## src/rtl/hazard_pkg.sv

```systemverilog
// hazard_pkg: shared widths, forwarding codes, stage entry type and forwarding priority helper
package hazard_pkg;
    localparam int REG_ADDR_W = 5;
    localparam int NUM_REGS = 32;
    localparam logic [1:0] FWD_REGFILE = 2'd0;
    localparam logic [1:0] FWD_EXDM = 2'd1;
    localparam logic [1:0] FWD_DMWB = 2'd2;
    typedef struct packed {
        logic v;
        logic [REG_ADDR_W-1:0] rd;
        logic ld;
    } stage_t;
    // youngest producer wins: EX_DM result beats DM_WB result
    function automatic logic [1:0] fwd_sel(stage_t ex, stage_t dm, logic [REG_ADDR_W-1:0] src);
        return (ex.v && ex.rd == src) ? FWD_EXDM : (dm.v && dm.rd == src) ? FWD_DMWB : FWD_REGFILE;
    endfunction
endpackage

```

## src/rtl/hazard_scoreboard_if.sv

```systemverilog
// hazard_scoreboard_if: ID/EX hazard inputs and pipeline control outputs of the scoreboard
interface hazard_scoreboard_if;
    import hazard_pkg::*;
    logic id_valid;
    logic [REG_ADDR_W-1:0] id_rs;
    logic [REG_ADDR_W-1:0] id_rt;
    logic id_uses_rt;
    logic [REG_ADDR_W-1:0] id_rd;
    logic id_reg_write;
    logic id_mem_read;
    logic ex_branch_taken;
    logic stall;
    logic id_ex_bubble;
    logic if_id_flush;
    logic [1:0] fwd_a;
    logic [1:0] fwd_b;
    logic [NUM_REGS-1:0] busy;
    modport master (
        output id_valid, id_rs, id_rt, id_uses_rt, id_rd, id_reg_write, id_mem_read, ex_branch_taken,
        input stall, id_ex_bubble, if_id_flush, fwd_a, fwd_b, busy
    );
    modport slave (
        input id_valid, id_rs, id_rt, id_uses_rt, id_rd, id_reg_write, id_mem_read, ex_branch_taken,
        output stall, id_ex_bubble, if_id_flush, fwd_a, fwd_b, busy
    );
endinterface

```

## src/rtl/reg_pending_counter.sv

```systemverilog
// reg_pending_counter: count of in-flight writes to one register, busy while nonzero
module reg_pending_counter #(
    parameter int CNT_W = 2
) (
    input logic clk,
    input logic reset,
    input logic inc,
    input logic dec,
    output logic busy
);
    logic [CNT_W-1:0] cnt;
    always_ff @(posedge clk or posedge reset) begin
        if (reset) cnt <= '0;
        else cnt <= (inc && !dec) ? cnt + 1'b1 : (dec && !inc) ? cnt - 1'b1 : cnt;
    end
    assign busy = cnt != '0;
endmodule

```

## src/rtl/hazard_scoreboard.sv

```systemverilog
// hazard_scoreboard: in-flight write tracking, load-use stall, branch flush and forwarding selects
module hazard_scoreboard
    import hazard_pkg::*;
#(
    parameter int WB_DEPTH = 3,
    parameter int FLUSH_SLOTS = 2,
    parameter int CNT_W = 2
) (
    input logic clk,
    input logic reset,
    hazard_scoreboard_if.slave bus
);
    localparam int FC_W = $clog2(FLUSH_SLOTS + 1);
    stage_t s [1:WB_DEPTH];
    logic [FC_W-1:0] flush_cnt;
    logic flush_active;
    logic load_use;
    logic issue;
    assign flush_active = !reset && (bus.ex_branch_taken || flush_cnt != '0);
    assign load_use = s[1].v && s[1].ld && (s[1].rd == bus.id_rs || (bus.id_uses_rt && s[1].rd == bus.id_rt));
    assign bus.stall = bus.id_valid && load_use && !flush_active;
    assign bus.id_ex_bubble = bus.stall || flush_active;
    assign bus.if_id_flush = flush_active;
    // r0 is filtered here, so it never enters the pipe and never matches a source
    assign issue = bus.id_valid && bus.id_reg_write && bus.id_rd != '0 && !bus.stall && !flush_active;
    always_ff @(posedge clk or posedge reset) begin
        if (reset) begin
            for (int k = 1; k <= WB_DEPTH; k++) s[k] <= '0;
            flush_cnt <= '0;
            bus.fwd_a <= FWD_REGFILE;
            bus.fwd_b <= FWD_REGFILE;
        end else begin
            s[1] <= '{v: issue, rd: bus.id_rd, ld: bus.id_mem_read};
            for (int k = 1; k < WB_DEPTH; k++) s[k+1] <= s[k];
            flush_cnt <= bus.ex_branch_taken ? FC_W'(FLUSH_SLOTS) : (flush_cnt != '0) ? flush_cnt - 1'b1 : flush_cnt;
            bus.fwd_a <= bus.id_ex_bubble ? FWD_REGFILE : fwd_sel(s[1], s[2], bus.id_rs);
            bus.fwd_b <= bus.id_ex_bubble ? FWD_REGFILE : fwd_sel(s[1], s[2], bus.id_rt);
        end
    end
    for (genvar g = 0; g < NUM_REGS; g++) begin : g_reg
        reg_pending_counter #(.CNT_W(CNT_W)) u_cnt (
            .clk(clk),
            .reset(reset),
            .inc(issue && bus.id_rd == REG_ADDR_W'(g)),
            .dec(s[WB_DEPTH].v && s[WB_DEPTH].rd == REG_ADDR_W'(g)),
            .busy(bus.busy[g])
        );
    end
endmodule

```

## src/flat_wrapper.sv

```systemverilog
// flat-port wrapper written by rule: the top's interface ports become plain ports
module hazard_scoreboard_flat import hazard_pkg::*;
#(
    parameter int WB_DEPTH = 3,
    parameter int FLUSH_SLOTS = 2,
    parameter int CNT_W = 2
)
  (clk, reset, bus_id_valid, bus_id_rs, bus_id_rt, bus_id_uses_rt, bus_id_rd, bus_id_reg_write, bus_id_mem_read, bus_ex_branch_taken, bus_stall, bus_id_ex_bubble, bus_if_id_flush, bus_fwd_a, bus_fwd_b, bus_busy);
  hazard_scoreboard_if bus_i ();
  input logic clk;
  input logic reset;
  input wire logic [$bits(bus_i.id_valid)-1:0] bus_id_valid;
  input wire logic [$bits(bus_i.id_rs)-1:0] bus_id_rs;
  input wire logic [$bits(bus_i.id_rt)-1:0] bus_id_rt;
  input wire logic [$bits(bus_i.id_uses_rt)-1:0] bus_id_uses_rt;
  input wire logic [$bits(bus_i.id_rd)-1:0] bus_id_rd;
  input wire logic [$bits(bus_i.id_reg_write)-1:0] bus_id_reg_write;
  input wire logic [$bits(bus_i.id_mem_read)-1:0] bus_id_mem_read;
  input wire logic [$bits(bus_i.ex_branch_taken)-1:0] bus_ex_branch_taken;
  output wire logic [$bits(bus_i.stall)-1:0] bus_stall;
  output wire logic [$bits(bus_i.id_ex_bubble)-1:0] bus_id_ex_bubble;
  output wire logic [$bits(bus_i.if_id_flush)-1:0] bus_if_id_flush;
  output wire logic [$bits(bus_i.fwd_a)-1:0] bus_fwd_a;
  output wire logic [$bits(bus_i.fwd_b)-1:0] bus_fwd_b;
  output wire logic [$bits(bus_i.busy)-1:0] bus_busy;
  assign bus_i.id_valid = bus_id_valid;
  assign bus_i.id_rs = bus_id_rs;
  assign bus_i.id_rt = bus_id_rt;
  assign bus_i.id_uses_rt = bus_id_uses_rt;
  assign bus_i.id_rd = bus_id_rd;
  assign bus_i.id_reg_write = bus_id_reg_write;
  assign bus_i.id_mem_read = bus_id_mem_read;
  assign bus_i.ex_branch_taken = bus_ex_branch_taken;
  assign bus_stall = bus_i.stall;
  assign bus_id_ex_bubble = bus_i.id_ex_bubble;
  assign bus_if_id_flush = bus_i.if_id_flush;
  assign bus_fwd_a = bus_i.fwd_a;
  assign bus_fwd_b = bus_i.fwd_b;
  assign bus_busy = bus_i.busy;
  hazard_scoreboard #(.WB_DEPTH(WB_DEPTH), .FLUSH_SLOTS(FLUSH_SLOTS), .CNT_W(CNT_W)) u_core (.clk(clk), .reset(reset), .bus(bus_i));
endmodule
```

## config.mk

```make
export PLATFORM = sky130hd
export DESIGN_NAME = hazard_scoreboard_flat
export DESIGN_NICKNAME = d
export VERILOG_FILES = /design/src/rtl/hazard_pkg.sv /design/src/rtl/hazard_scoreboard_if.sv /design/src/rtl/reg_pending_counter.sv /design/src/rtl/hazard_scoreboard.sv /design/src/flat_wrapper.sv
export SDC_FILE = /design/constraint.sdc
export NUM_CORES = 1
export LEC_CHECK = 0
export ABC_AREA = 1
export CAP_MARGIN = 20
export CORE_MARGIN = 5
export CORE_UTILIZATION = 61
export DETAILED_ROUTE_END_ITERATION = 8
export PLACE_DENSITY = 0.95
export SYNTH_ARGS = -nofsm -noshare
export SYNTH_HDL_FRONTEND = slang
export SYNTH_SLANG_ARGS = --single-unit
```

## constraint.sdc

```tcl
create_clock -name clk -period 7.7 [get_ports clk]
set_input_delay 0.77 -clock clk [delete_from_list [all_inputs] [get_ports clk]]
set_output_delay 0.77 -clock clk [all_outputs]
set_load 0.005 [all_outputs]
```

==> impl_metrics.tcl <==
set metrics [dict create \
    slew_violations 0 \
    die_h_um 103 \
    synth_edf_count 0 \
    cts_tree "yes" \
    cts_sinks 89 \
    synth_commonest_cells "nand2_1, inv_1, dfrtp_1" \
    r2r-end "u_core.g_reg[27].u_cnt.cnt[1]" \
    fp-row-count 34 \
    first_global_vias 4094 \
    yosys-top-cells-area "dfrtp_1, nand2_1, ha_1" \
    status "complete, no violations" \
    post-route-min-period_ps 3650 \
    drcViolationCount 0 \
    cp.required_ps 7950 \
    avgRoutedWirePerCell_um 14.6 \
    worstSkewPairLatency_ps 370 \
    relSlewSlack_pct 57.6 \
    power_density_nw_per_um2 211 \
    synth_ff_type "dfrtp_1" \
    p_int_mw 0.855 \
    crit_fanout 32 \
    peakVddDrop_mv 0.133 \
    worstHoldStart "u_core.s[9]" \
    drt-pass1-iter-count 6 \
    holdPathStages 0 \
    hold_buffers 0 \
    async_flop_share_pct 100 \
    rr_worst_depth 12 \
    place_ws_ps 3760 \
    maxCapViolCount 0 \
    slowest_delay_ps 870 \
    ys_seq_area_share_pct 42.2 \
    power_switching_mw 0.401 \
    holdPathEnd "u_core.s[2]" \
    syn2layout_area_growth_pct 12.9 \
    fillers 670 \
    cts_made_buffers 9 \
    yosysTopAreaCell "dfrtp_1" \
    p_seq_share_pct 50.5 \
    port_buffers 60 \
    syn_nets 678 \
    antenna_found_initial 0 \
    hold_class "flip-flop to flip-flop" \
    finalCritPeriodShare_pct 47.4 \
    detail_route.wirelength_um 11200 \
    vias 3945 \
    synth_cell_types 25 \
    finalSetupTns_ps 0 \
    via_per_inst 5.12 \
    grt_overflow_total 0 \
    worstSetupPathType "input pin to flip-flop" \
    synth_cells 623 \
    place_congestion 0.852 \
    die_area_sq_um 10600 \
    drtIter0Drc 204 \
    fin_ws_ps 4050 \
    cts-root-buf "clkbuf_8" \
    fin_util_pct 69.4 \
    die_w_um 103 \
    cts_repair_resize_count 0 \
    netlist_area_sq_um 5280 \
    tightest_slew_ps 633 \
    crit_buf_inv 3 \
    ys_seq_elements 89 \
    grt_max_degree 90 \
    grt_setup_unrepaired "no" \
    critPathCaptureType "flip-flop" \
    slowest_stage "clkdlybuf4s50_1" \
    ant_nets 0 \
    core_area_sq_um 8590 \
    critPathArrivalTime_ps 3900 \
    synth.most_common_cell "nand2_1" \
    drive_gt1_share_pct 8.16 \
    fin_skew_ps 11.4 \
    antennaDiodeCount 0 \
    r2r_setup_slack_ps 5130 \
    total_power_mw 1.26 \
    fin_nets 712 \
    h-tree-depth 3 \
    grt_first_pass_wirelength_um 18900 \
    clkSlewWorstSetupHoldPaths_ps 90 \
    grt_util_all_layers_pct 22.8 \
    hold_viol_final 0 \
    cts_max_path_buffers 2 \
    swShare_pct 31.9 \
    start_util_pct 61.4 \
    p_leak_nw 2.82 \
    p_clk_share_pct 26.6 \
    setup_viol 0 \
    power.share.combinational_pct 22.9 \
    r2r_start "u_core.flush_cnt[0]" \
    crit_family "buffers and inverters" \
    yosysWarnings 0 \
    crit_chain "clkdlybuf4s50_1, inv_1, nand3_1, nand3_1, inv_1, nand3_4, nor2_2, ha_1, a21oi_1, o21ai_0, xor2_1" \
    avgSynthCellArea_sq_um 8.47 \
    max_freq_mhz 274 \
    post-cts-setup-buffers 0 \
    ioPinCount 61 \
    start_kind "input pin" \
    synth_top_area_share_pct 42.2 \
    hpwl_um 8260 \
]
[worst max path at each step]
stage	startpoint	endpoint	slack (ps)	cells after the start
floorplan	reset	u_core.bus.fwd_a[0]	4620	1
CTS	bus_id_rd[4]	u_core.g_reg[7].u_cnt.cnt[1]	4160	11
detailed placement	bus_id_rd[4]	u_core.g_reg[7].u_cnt.cnt[1]	3760	11
global route	bus_id_rd[4]	u_core.g_reg[27].u_cnt.cnt[1]	3880	11
global placement	bus_id_rd[4]	u_core.g_reg[6].u_cnt.cnt[1]	3890	11
finish	bus_id_rd[4]	u_core.g_reg[27].u_cnt.cnt[1]	4050	11
[power by group through the flow]
| stage | Combinational, mW | Sequential (mW) | Clock [mW] |
|---|---|---|---|
| 6_report | 0.288 | 0.634 | 0.334 |
| 5_1_grt | 0.324 | 0.647 | 0.359 |
| 4_1_cts | 0.287 | 0.634 | 0.340 |
| 3_5_place_dp | 0.283 | 0.643 | 0 |
| 3_3_place_gp | 0.266 | 0.635 | 0 |
| 2_1_floorplan | 0.218 | 0.626 | 0 |
[layer usage]
| metal | vias up | part of all wire, % | GRT usage [%] |
|---|---|---|---|
| met2 | 112 | 50 | 39.5 |
| met5 | - | 0 | 0 |
| met1 | 1845 | 43 | 28.5 |
| met3 | 26 | 4.5 | 4.87 |
| met4 | 0 | 2.1 | 7.07 |
| li1 | 1962 | - | - |
[cell families (layout without fill, tap and decap cells)]
| kind of cell | Yosys count | in the layout | share of synthesized area [%] |
|---|---|---|---|
| AO/OA/AOI/OAI | 67 | 67 | 6.40 |
| XOR/XNOR | 71 | 71 | 11.8 |
| adder cells (fa/ha/maj) | 33 | 33 | 7.83 |
| buffers and inverters | 137 | 176 | 12.7 |
| flip-flops | 89 | 89 | 42.2 |
| other | 1 | 1 | 0.0711 |
| AND/OR/NAND/NOR | 225 | 225 | 19.0 |
[stage by stage]
| step | instances | instance area (sq um) | hold WS [ps] |
|---|---|---|---|
| after CTS | 769 | 5930 | 413 |
| after detailed placement | 753 | 5730 | 393 |
| after floorplan | 623 | 5280 | 368 |
| after global routing | 770 | 5960 | 441 |
| after global placement | 752 | 5720 | 392 |
| final | 770 | 5960 | 413 |
[flip-flops by register name, indices dropped and copies added (netlist names)]
register,cells
u_core.g.u_cnt.cnt,64
u_core.flush_cnt,2
u_core.bus.fwd_a,2
u_core.s,19
u_core.bus.fwd_b,2
[final cells by class]
| type | count | area [sq um] | share of cell area (%) |
|---|---|---|---|
| clock buffers | 10 | 138 | 2.31 |
| clock inverters | 6 | 67.6 | 1.13 |
| inverters | 97 | 365 | 6.13 |
| repair buffers | 63 | 647 | 10.9 |
| well taps | 108 | 135 | 2.27 |
| multi-input cells | 397 | 2380 | 39.9 |
| flip-flops and latches | 89 | 2230 | 37.4 |
[layout by cell type, fill, tap and decap left out]
master           netlist  final
clkbuf_8               0     10
nor2_2                31     31
xor2_1                37     37
a21oi_1               33     33
nand3b_1               1      1
buf_4                 32      1
bufinv_16              0      1
clkdlybuf4s50_1        0     60
and3_1                 1      1
nand4_1                5      5
inv_2                  1      1
dfrtp_1               89     89
nand3_4                1      1
nand3_1               32     32
clkinv_4               0      2
buf_16                 0      1
clkinvlp_4             0      2
ha_1                  33     33
nand2_2                1      1
nor2_1                39     39
clkinv_2               0      2
inv_1                 96     95
o211ai_1               1      1
xnor2_1               34     34
nor4_1                 2      2
nor3_1                 1      1
conb_1                 1      1
buf_6                  0      1
nand2_1              111    111
o21ai_0               33     33
(Power assumes the default switching activity.)
